===== src/rtl/alu_pkg.sv =====
// Shared types and default widths for the ALU command sequencer and its decoder.
// Unit select codes match in_fun[3:2]; state encoding is private to alu_ctrl.
package alu_pkg;

   localparam int DEF_IN_DATA_WIDTH = 8;
   localparam int DEF_RES_WIDTH     = 16;
   localparam int DEF_TIMEOUT       = 4;
   localparam int NUM_UNITS         = 4;

   typedef enum logic [1:0] {
      UNIT_ARITH = 2'b00,
      UNIT_LOGIC = 2'b01,
      UNIT_CMP   = 2'b10,
      UNIT_SHIFT = 2'b11
   } unit_sel_t;

   typedef enum logic [1:0] {
      ST_IDLE  = 2'b00,
      ST_ISSUE = 2'b01,
      ST_WAIT  = 2'b10,
      ST_HOLD  = 2'b11
   } alu_ctrl_state_t;

   // Upper two bits of the function code pick the execution unit.
   function automatic unit_sel_t fun_to_unit(input logic [3:0] fun);
      return unit_sel_t'(fun[3:2]);
   endfunction

endpackage


===== src/rtl/alu_fun_decoder.sv =====
// Combinational unit decode: one-hot enables while issuing, plus selection of the
// chosen unit's flag and its result widened to the common result width.
module alu_fun_decoder
   import alu_pkg::*;
#(
   parameter int IN_DATA_WIDTH = DEF_IN_DATA_WIDTH,
   parameter int RES_WIDTH     = DEF_RES_WIDTH
) (
   input  logic [1:0]               sel,
   input  logic                     issue,
   output logic                     arith_en,
   output logic                     logic_en,
   output logic                     cmp_en,
   output logic                     shift_en,
   input  logic [RES_WIDTH-1:0]     arith_out,
   input  logic [IN_DATA_WIDTH-1:0] logic_out,
   input  logic [1:0]               cmp_out,
   input  logic [IN_DATA_WIDTH-1:0] shift_out,
   input  logic                     arith_flag,
   input  logic                     logic_flag,
   input  logic                     cmp_flag,
   input  logic                     shift_flag,
   output logic                     sel_flag,
   output logic [RES_WIDTH-1:0]     sel_result
);

   logic [NUM_UNITS-1:0] en_vec;
   logic [NUM_UNITS-1:0] flag_vec;

   assign flag_vec = {shift_flag, cmp_flag, logic_flag, arith_flag};

   for (genvar gi = 0; gi < NUM_UNITS; gi++) begin : g_en
      localparam logic [1:0] UNIT_CODE = 2'(gi);
      assign en_vec[gi] = issue && (sel == UNIT_CODE);
   end

   assign {shift_en, cmp_en, logic_en, arith_en} = en_vec;

   // Only the selected unit's flag is visible upstream; the others are masked here.
   assign sel_flag = flag_vec[sel];

   always_comb begin
      sel_result = '0;
      case (unit_sel_t'(sel))
         UNIT_ARITH: sel_result = arith_out;
         UNIT_LOGIC: sel_result = RES_WIDTH'(logic_out);
         UNIT_CMP:   sel_result = RES_WIDTH'(cmp_out);
         UNIT_SHIFT: sel_result = RES_WIDTH'(shift_out);
      endcase
   end

endmodule


===== src/rtl/alu_ctrl.sv =====
// Command sequencer in front of the ALU units: accept a command, pulse one unit
// enable, wait (with watchdog) for that unit's flag, then hold the result downstream.
module alu_ctrl
   import alu_pkg::*;
#(
   parameter int IN_DATA_WIDTH = DEF_IN_DATA_WIDTH,
   parameter int RES_WIDTH     = DEF_RES_WIDTH,
   parameter int TIMEOUT       = DEF_TIMEOUT
) (
   input  logic                     clk,
   input  logic                     rst,
   input  logic                     in_valid,
   output logic                     in_ready,
   input  logic [IN_DATA_WIDTH-1:0] in_a,
   input  logic [IN_DATA_WIDTH-1:0] in_b,
   input  logic [3:0]               in_fun,
   output logic [IN_DATA_WIDTH-1:0] unit_a,
   output logic [IN_DATA_WIDTH-1:0] unit_b,
   output logic [1:0]               unit_fun,
   output logic                     arith_en,
   output logic                     logic_en,
   output logic                     cmp_en,
   output logic                     shift_en,
   input  logic [RES_WIDTH-1:0]     arith_out,
   input  logic [IN_DATA_WIDTH-1:0] logic_out,
   input  logic [1:0]               cmp_out,
   input  logic [IN_DATA_WIDTH-1:0] shift_out,
   input  logic                     arith_flag,
   input  logic                     logic_flag,
   input  logic                     cmp_flag,
   input  logic                     shift_flag,
   output logic                     out_valid,
   input  logic                     out_ready,
   output logic [RES_WIDTH-1:0]     out_result,
   output logic [1:0]               out_unit,
   output logic                     out_err
);

   localparam int              CNT_W    = $clog2(TIMEOUT + 1);
   // Timeout fires in the WAIT cycle whose increment would reach TIMEOUT,
   // so exactly TIMEOUT WAIT cycles elapse before an error completion.
   localparam logic [CNT_W-1:0] CNT_LAST = CNT_W'(TIMEOUT - 1);

   alu_ctrl_state_t            state_reg,  state_next;
   logic [IN_DATA_WIDTH-1:0]   a_reg,      a_next;
   logic [IN_DATA_WIDTH-1:0]   b_reg,      b_next;
   logic [1:0]                 fun_reg,    fun_next;
   unit_sel_t                  sel_reg,    sel_next;
   logic [CNT_W-1:0]           cnt_reg,    cnt_next;
   logic [RES_WIDTH-1:0]       result_reg, result_next;
   unit_sel_t                  unit_reg,   unit_next;
   logic                       err_reg,    err_next;

   logic                       issue;
   logic                       sel_flag;
   logic [RES_WIDTH-1:0]       sel_result;

   alu_fun_decoder #(
      .IN_DATA_WIDTH (IN_DATA_WIDTH),
      .RES_WIDTH     (RES_WIDTH)
   ) u_dec (
      .sel        (sel_reg),
      .issue      (issue),
      .arith_en   (arith_en),
      .logic_en   (logic_en),
      .cmp_en     (cmp_en),
      .shift_en   (shift_en),
      .arith_out  (arith_out),
      .logic_out  (logic_out),
      .cmp_out    (cmp_out),
      .shift_out  (shift_out),
      .arith_flag (arith_flag),
      .logic_flag (logic_flag),
      .cmp_flag   (cmp_flag),
      .shift_flag (shift_flag),
      .sel_flag   (sel_flag),
      .sel_result (sel_result)
   );

   always_ff @(posedge clk or negedge rst) begin
      if (!rst) begin
         state_reg  <= ST_IDLE;
         a_reg      <= '0;
         b_reg      <= '0;
         fun_reg    <= '0;
         sel_reg    <= UNIT_ARITH;
         cnt_reg    <= '0;
         result_reg <= '0;
         unit_reg   <= UNIT_ARITH;
         err_reg    <= 1'b0;
      end else begin
         state_reg  <= state_next;
         a_reg      <= a_next;
         b_reg      <= b_next;
         fun_reg    <= fun_next;
         sel_reg    <= sel_next;
         cnt_reg    <= cnt_next;
         result_reg <= result_next;
         unit_reg   <= unit_next;
         err_reg    <= err_next;
      end
   end

   always_comb begin
      state_next  = state_reg;
      a_next      = a_reg;
      b_next      = b_reg;
      fun_next    = fun_reg;
      sel_next    = sel_reg;
      cnt_next    = cnt_reg;
      result_next = result_reg;
      unit_next   = unit_reg;
      err_next    = err_reg;
      issue       = 1'b0;

      case (state_reg)
         ST_IDLE: begin
            if (in_valid) begin
               a_next     = in_a;
               b_next     = in_b;
               fun_next   = in_fun[1:0];
               sel_next   = fun_to_unit(in_fun);
               state_next = ST_ISSUE;
            end
         end
         ST_ISSUE: begin
            issue      = 1'b1;
            cnt_next   = '0;
            state_next = ST_WAIT;
         end
         ST_WAIT: begin
            // A flag in the watchdog's final cycle still wins over the timeout.
            if (sel_flag) begin
               result_next = sel_result;
               unit_next   = sel_reg;
               err_next    = 1'b0;
               state_next  = ST_HOLD;
            end else if (cnt_reg == CNT_LAST) begin
               result_next = '0;
               unit_next   = sel_reg;
               err_next    = 1'b1;
               state_next  = ST_HOLD;
            end else begin
               cnt_next = cnt_reg + CNT_W'(1);
            end
         end
         ST_HOLD: begin
            if (out_ready) begin
               err_next   = 1'b0;
               state_next = ST_IDLE;
            end
         end
         default: state_next = ST_IDLE;
      endcase
   end

   assign in_ready   = (state_reg == ST_IDLE);
   assign out_valid  = (state_reg == ST_HOLD);
   assign unit_a     = a_reg;
   assign unit_b     = b_reg;
   assign unit_fun   = fun_reg;
   assign out_result = result_reg;
   assign out_unit   = unit_reg;
   assign out_err    = err_reg;

endmodule


===== config.mk =====
export PLATFORM = sky130hd
export DESIGN_NAME = alu_ctrl
export DESIGN_NICKNAME = d
export VERILOG_FILES = /design/src/rtl/alu_pkg.sv /design/src/rtl/alu_fun_decoder.sv /design/src/rtl/alu_ctrl.sv
export SDC_FILE = /design/constraint.sdc
export NUM_CORES = 1
export LEC_CHECK = 0
export BUFFER_PORTS_ARGS = -buffer_cell sky130_fd_sc_hd__buf_2
export CAP_MARGIN = 15
export CORE_MARGIN = 3
export CORE_UTILIZATION = 47
export CTS_BUF_LIST = sky130_fd_sc_hd__clkbuf_2
export CTS_CLUSTER_SIZE = 40
export DETAILED_ROUTE_END_ITERATION = 12
export PLACE_DENSITY = 0.9
export SYNTH_ARGS = -nofsm -noshare
export SYNTH_HDL_FRONTEND = slang
export SYNTH_SLANG_ARGS = --single-unit
export TNS_END_PERCENT = 1

===== constraint.sdc =====
create_clock -name clk -period 2.09 [get_ports clk]
set_input_delay 0.3135 -clock clk [delete_from_list [all_inputs] [get_ports clk]]
set_output_delay 0.3135 -clock clk [all_outputs]
set_load 0.01 [all_outputs]

== After elaboration in Yosys (flattened, before gate mapping) ==
Index checks and enable logic that the tools add are counted.
Widths: inputs -> output; s select.

* Flip-flop bits (word level): 44
* Bits of input ports: 62
* Output and inout port bits: 43
* Logic and storage cells: 57

* Add/subtract/negate cells: 1
* Order comparisons: 1
* Eq/ne operators: 12
* Muxes and demuxes: 20
* Reduce and logical (&&, ||, !) cells: 14

{| class="wikitable"
|+ Operators by type and width
! operator !! number
|-
| $pmux 16 s4 || 1
|-
| $mux 16 || 2
|-
| $mux 2 || 6
|-
| $reduce_and 3->1 || 3
|-
| $eq 2x2->1 const B || 4
|-
| $pmux 2 s4 || 1
|-
| $mux 3 || 2
|-
| $ne 2x2->1 const B || 3
|-
| $pmux 3 s2 || 1
|-
| $reduce_bool 2->1 || 3
|-
| $mux 1 || 5
|-
| $eq 2x1->1 const B || 2
|-
| $logic_and 1x1->1 || 4
|-
| $logic_not 2->1 || 2
|-
| $reduce_and 2->1 || 2
|-
| $add 3x1->3 const B || 1
|-
| $eq 3x2->1 const B || 1
|-
| $lt 2x3->1 const B || 1
|-
| $ne 3x3->1 const B || 1
|-
| $bmux 1 s2 || 1
|-
| $ne 2x1->1 const B || 1
|-
| $pmux 1 s2 || 1
|}

== Logic depth before layout (Yosys ltp) ==
* Word-level depth: 4
* Depth in mapped cells: 6

== Cells and area by module ==
From an unflattened synthesis, not the netlist that was laid out.

* Cell total of the unflattened synthesis: 158
* Area, all modules: 2118.3 sq um

{| class="wikitable"
|+ Modules (own cells, without submodules)
! module !! times used !! cells each !! area each (sq um) !! sequential area each (sq um)
|-
| alu_ctrl || 1 || 124 || 1810.5 || 1101.1
|-
| alu_fun_decoder || 1 || 34 || 307.8 || 0.0
|}

== Worst setup path before layout ==
Ideal clock, no wire load.

* Path kind: register -> register
* Start: register sel_reg[0]
* End: register state_reg[1]
* Library setup time: 125 ps
* Arrival time: 1670 ps
* Required time: 1965 ps
* Setup slack: 295 ps
* Stages on the path, launching flop included: 6
* Buffers on the path: 2
* Period minus slack after synthesis: 1795 ps
* Cells stage by stage: dfrtp_1 -> buf_6 -> mux4_2 -> buf_6 -> o311a_4 -> mux2_4

* Word-level cells in the longest chain between the ends: 4
* Elaborated cells on any way between the ends: 6
* Those cells by class: eq/ne: 1; mux: 4; reduce/logical: 1

{| class="wikitable"
|+ RTL lines
! item !! line !! source
|-
| start, declared || alu_ctrl.sv:48 || <nowiki>unit_sel_t sel_reg, sel_next;</nowiki>
|-
| start signal, assigned || alu_ctrl.sv:96 || <nowiki>sel_reg <= sel_next;</nowiki>
|-
| $bmux 1 s2 * || alu_fun_decoder.sv:40 || <nowiki>assign sel_flag = flag_vec[sel];</nowiki>
|-
| $mux 1 (not written as such) * || alu_fun_decoder.sv:40 ||
|-
| $mux 2 or $ne 3x3->1 (tied branches) || -- ||
|-
| $pmux 2 s4 or $reduce_and 3->1 (tied branches) || -- ||
|-
| end signal, assigned || alu_ctrl.sv:92 || <nowiki>state_reg <= state_next;</nowiki>
|-
| end, declared || alu_ctrl.sv:44 || <nowiki>alu_ctrl_state_t state_reg, state_next;</nowiki>
|}

Mark *: on every way between the ends. The rest lies on a longest branch, timed or not. The select of a mux whose other input is x is not followed.
A chain may end at the register's enable or synchronous reset.

== Worst setup path in the final report ==
* Start: register state_reg[1]
* End: output port arith_en

* Word-level cells in the longest chain between the ends: 3

{| class="wikitable"
|+ RTL lines
! item !! line !! source
|-
| $eq 2x1->1 || alu_ctrl.sv:116 || <nowiki>case (state_reg)</nowiki>
|-
| $mux 1 || alu_ctrl.sv:116 ||
|-
| $logic_and 1x1->1 || alu_fun_decoder.sv:34 || <nowiki>assign en_vec[gi] = issue && (sel == UNIT_CODE);</nowiki>
|-
| end, declared || alu_ctrl.sv:20 || <nowiki>output logic arith_en,</nowiki>
|}

No other way between the ends.

==> impl_metrics.toml <==
[outcome]
status = "complete, no violations"

[clocking]
clk_pin_slew_ns = 0.22
cts_tree = "yes"
cts_max_level = 2
root_buffer = "clkbuf_2"
cts.sinks = 44
cts_buffers = 5
cts_buffer_depth = 2
insertion_delay_ns = 0.38

[worst_hold_path]
min_path_type = "in2reg"

[routing]
drtPass1Iterations = 4
viasPerCell = 5.285
final_antenna_net_count = 0
drt-total-wl_um = 5024
drc = 0
vias = 1670
post_drt_wl_per_cell_um = 15.90
drtIter0Drc = 62

[synthesis]
synth_cells = 156
seq_area_frac_synth_pct = 52.66
synth-seq-cells = 44
synth-warning-count = 0
synth_edf_count = 0
async_flop_share_pct = 100.0
ys.flop_type = "dfrtp_1"
syn_avg_cell_area_um2 = 13.40
synth_cell_type_count = 30
synthesis.area_um2 = 2091
syn_nets = 225

[grt]
gr-total-overflow = 0
grt_max_degree = 25
grt_pass1_vias = 1790
antenna_found_initial = 0
grt_use_total_pct = 19.30
grt_pass1_wl_um = 8079

[placement]
gp_congestion = 0.7502
port_buffers = 104
dp_hpwl_um = 3950

[final_layout]
drive_gt1_share_pct = 57.52
diodes = 0
nNetsFinal = 334
layout_common_cells = "buf_2 (104), dfrtp_1 (44), mux2_2 (28)"
largest_reg_flops = 16
area_growth_pct = 31.72
layout_commonest_cell = "buf_2"

[die]
ios = 105
coreArea_um2 = 4144
die_w_um = 72.70
row_count = 23
die_h_um = 72.70
die-area_um2 = 5285
initial_core_util_pct = 50.45

[sta]
final.setup_skew_ns = 0.003391
setup_viol = 0
finalHoldViolCount = 0
final-max-slew-violation-count = 0
fin_crit_sh_pct = 91.34
worst_pin_slew_ns = 0.5996
maxSlewHeadroom_pct = 59.88
max_freq_mhz = 523.9
hold_ws_ns = 0.1287
finalCriticalPeriod_ns = 1.909

[power_and_ir_drop]
leakage_nw = 1.430
p_total_mw = 3.953
p_per_area_nw_per_um2 = 1436
max-vdd-ir-drop_v = 0.0008105

[run]
drv_cap = 0

[critical_path]
critical_path_required_ns = 1.78
worstPathArrival_ns = 1.60
cp-start-kind = "register"
worstSetupPathType = "reg2out"
cp_max_fo = 5
end_kind = "primary output"
final cells by class:
| type | count | area [µm²] |
|---|---|---|
| tap | 50 | 62.56 |
| clock buffer | 5 | 25.02 |
| fill | 314 | 1390 |
| timing repair buffer | 113 | 590.6 |
| clock inverter | 3 | 42.54 |
| inverter | 6 | 22.52 |
| multi-input combinational | 95 | 909.6 |
| sequential | 44 | 1101 |
worst max-delay path: stages (launching register included):
cell     delay [ns]
dfrtp_1        0.48
inv_1          0.12
ha_2           0.23
inv_1          0.07
nor3_1         0.14
buf_2          0.17
cells by family (layout without fill, tap and decap cells):
family                     count (synthesis)  count (layout)  synth area share [%]
AOI/OAI and AO/OA                         32              32                 13.70
adders and majority gates                  7               7                 4.189
buffers and inverters                     17             127                 3.950
DFF                                       44              44                 52.66
muxes                                     34              34                 20.35
and+or+nand+nor                           22              22                 5.146
power breakdown:
| group | internal, mW | total, mW | switching, mW | leakage [nW] |
|---|---|---|---|---|
| registers | 1.24 | 1.46 | 0.219 | 0.548 |
| logic | 1.01 | 2.02 | 1.01 | 0.842 |
| clock network | 0.201 | 0.472 | 0.271 | 0.0406 |
| total | 2.45 | 3.95 | 1.50 | 1.43 |
cell usage after synthesis (2+ instances only):
cell type | n | share of area, %
o211ai_1 | 4 | 1.4
nor2_1 | 4 | 0.72
o2bb2ai_1 | 6 | 2.5
a32o_1 | 2 | 0.96
mux2_2 | 28 | 15
mux2i_1 | 2 | 0.96
and3_1 | 2 | 0.60
dfrtp_1 | 44 | 53
nand2_1 | 8 | 1.4
inv_1 | 6 | 1.1
a22oi_1 | 6 | 2.2
mux4_1 | 2 | 2.5
ha_1 | 7 | 4.2
clkbuf_1 | 8 | 1.4
nand2b_1 | 3 | 0.90
a22o_1 | 9 | 3.8
buf_6 | 2 | 1.1
per-stage QoR:
stage | TNS, ns | util, % | instances | setup WS, ns | cell area (µm²)
after CTS | 0 | 66.21 | 315 | 0.1259 | 2744
after global routing | -0.003186 | 66.46 | 316 | -0.003186 | 2754
after detailed placement | 0 | 64.34 | 306 | 0.3013 | 2666
final | 0 | 66.46 | 316 | 0.1811 | 2754
after floorplan | 0 | - | 156 | 0.2951 | 2091
after global placement | 0 | 64.34 | 306 | 0.3295 | 2666
what timing repair did:
item / in CTS / in global routing
buffers inserted: 0 / 1
hold buffers: 1 / 0
endpoints found under the setup margin: 0 / 1
endpoints found under the hold margin: 22 / 0
resized for setup: 0 / 1
routing by layer:
metal / part of all wire [%] / global-route usage, % / up-vias
met5: 0 / 0 / -
met4: 0.74 / 4.918 / 0
met3: 8.8 / 6.474 / 6
met2: 50 / 33.07 / 73
met1: 41 / 23.32 / 804
li1: - / - / 787
final timing paths:
path	depth (start not counted)	start	slack (ns)	to
max	5	state_reg[1]$_DFFE_PN0P_	0.18	arith_en
min	2	arith_out[13]	0.13	out_result[13]$_DFFE_PN0P_
max reg2reg	3	sel_reg[0]$_DFFE_PN0P_	0.29	cnt_reg[2]$_DFFE_PN0P_
min reg2reg	1	out_result[5]$_DFFE_PN0P_	0.52	out_result[5]$_DFFE_PN0P_
max in group asynchronous	3	rst	1.11	out_unit[0]$_DFFE_PN0P_
min in group asynchronous	2	rst	0.41	unit_b[1]$_DFFE_PN0P_
Power figures use the tool's default switching activity.
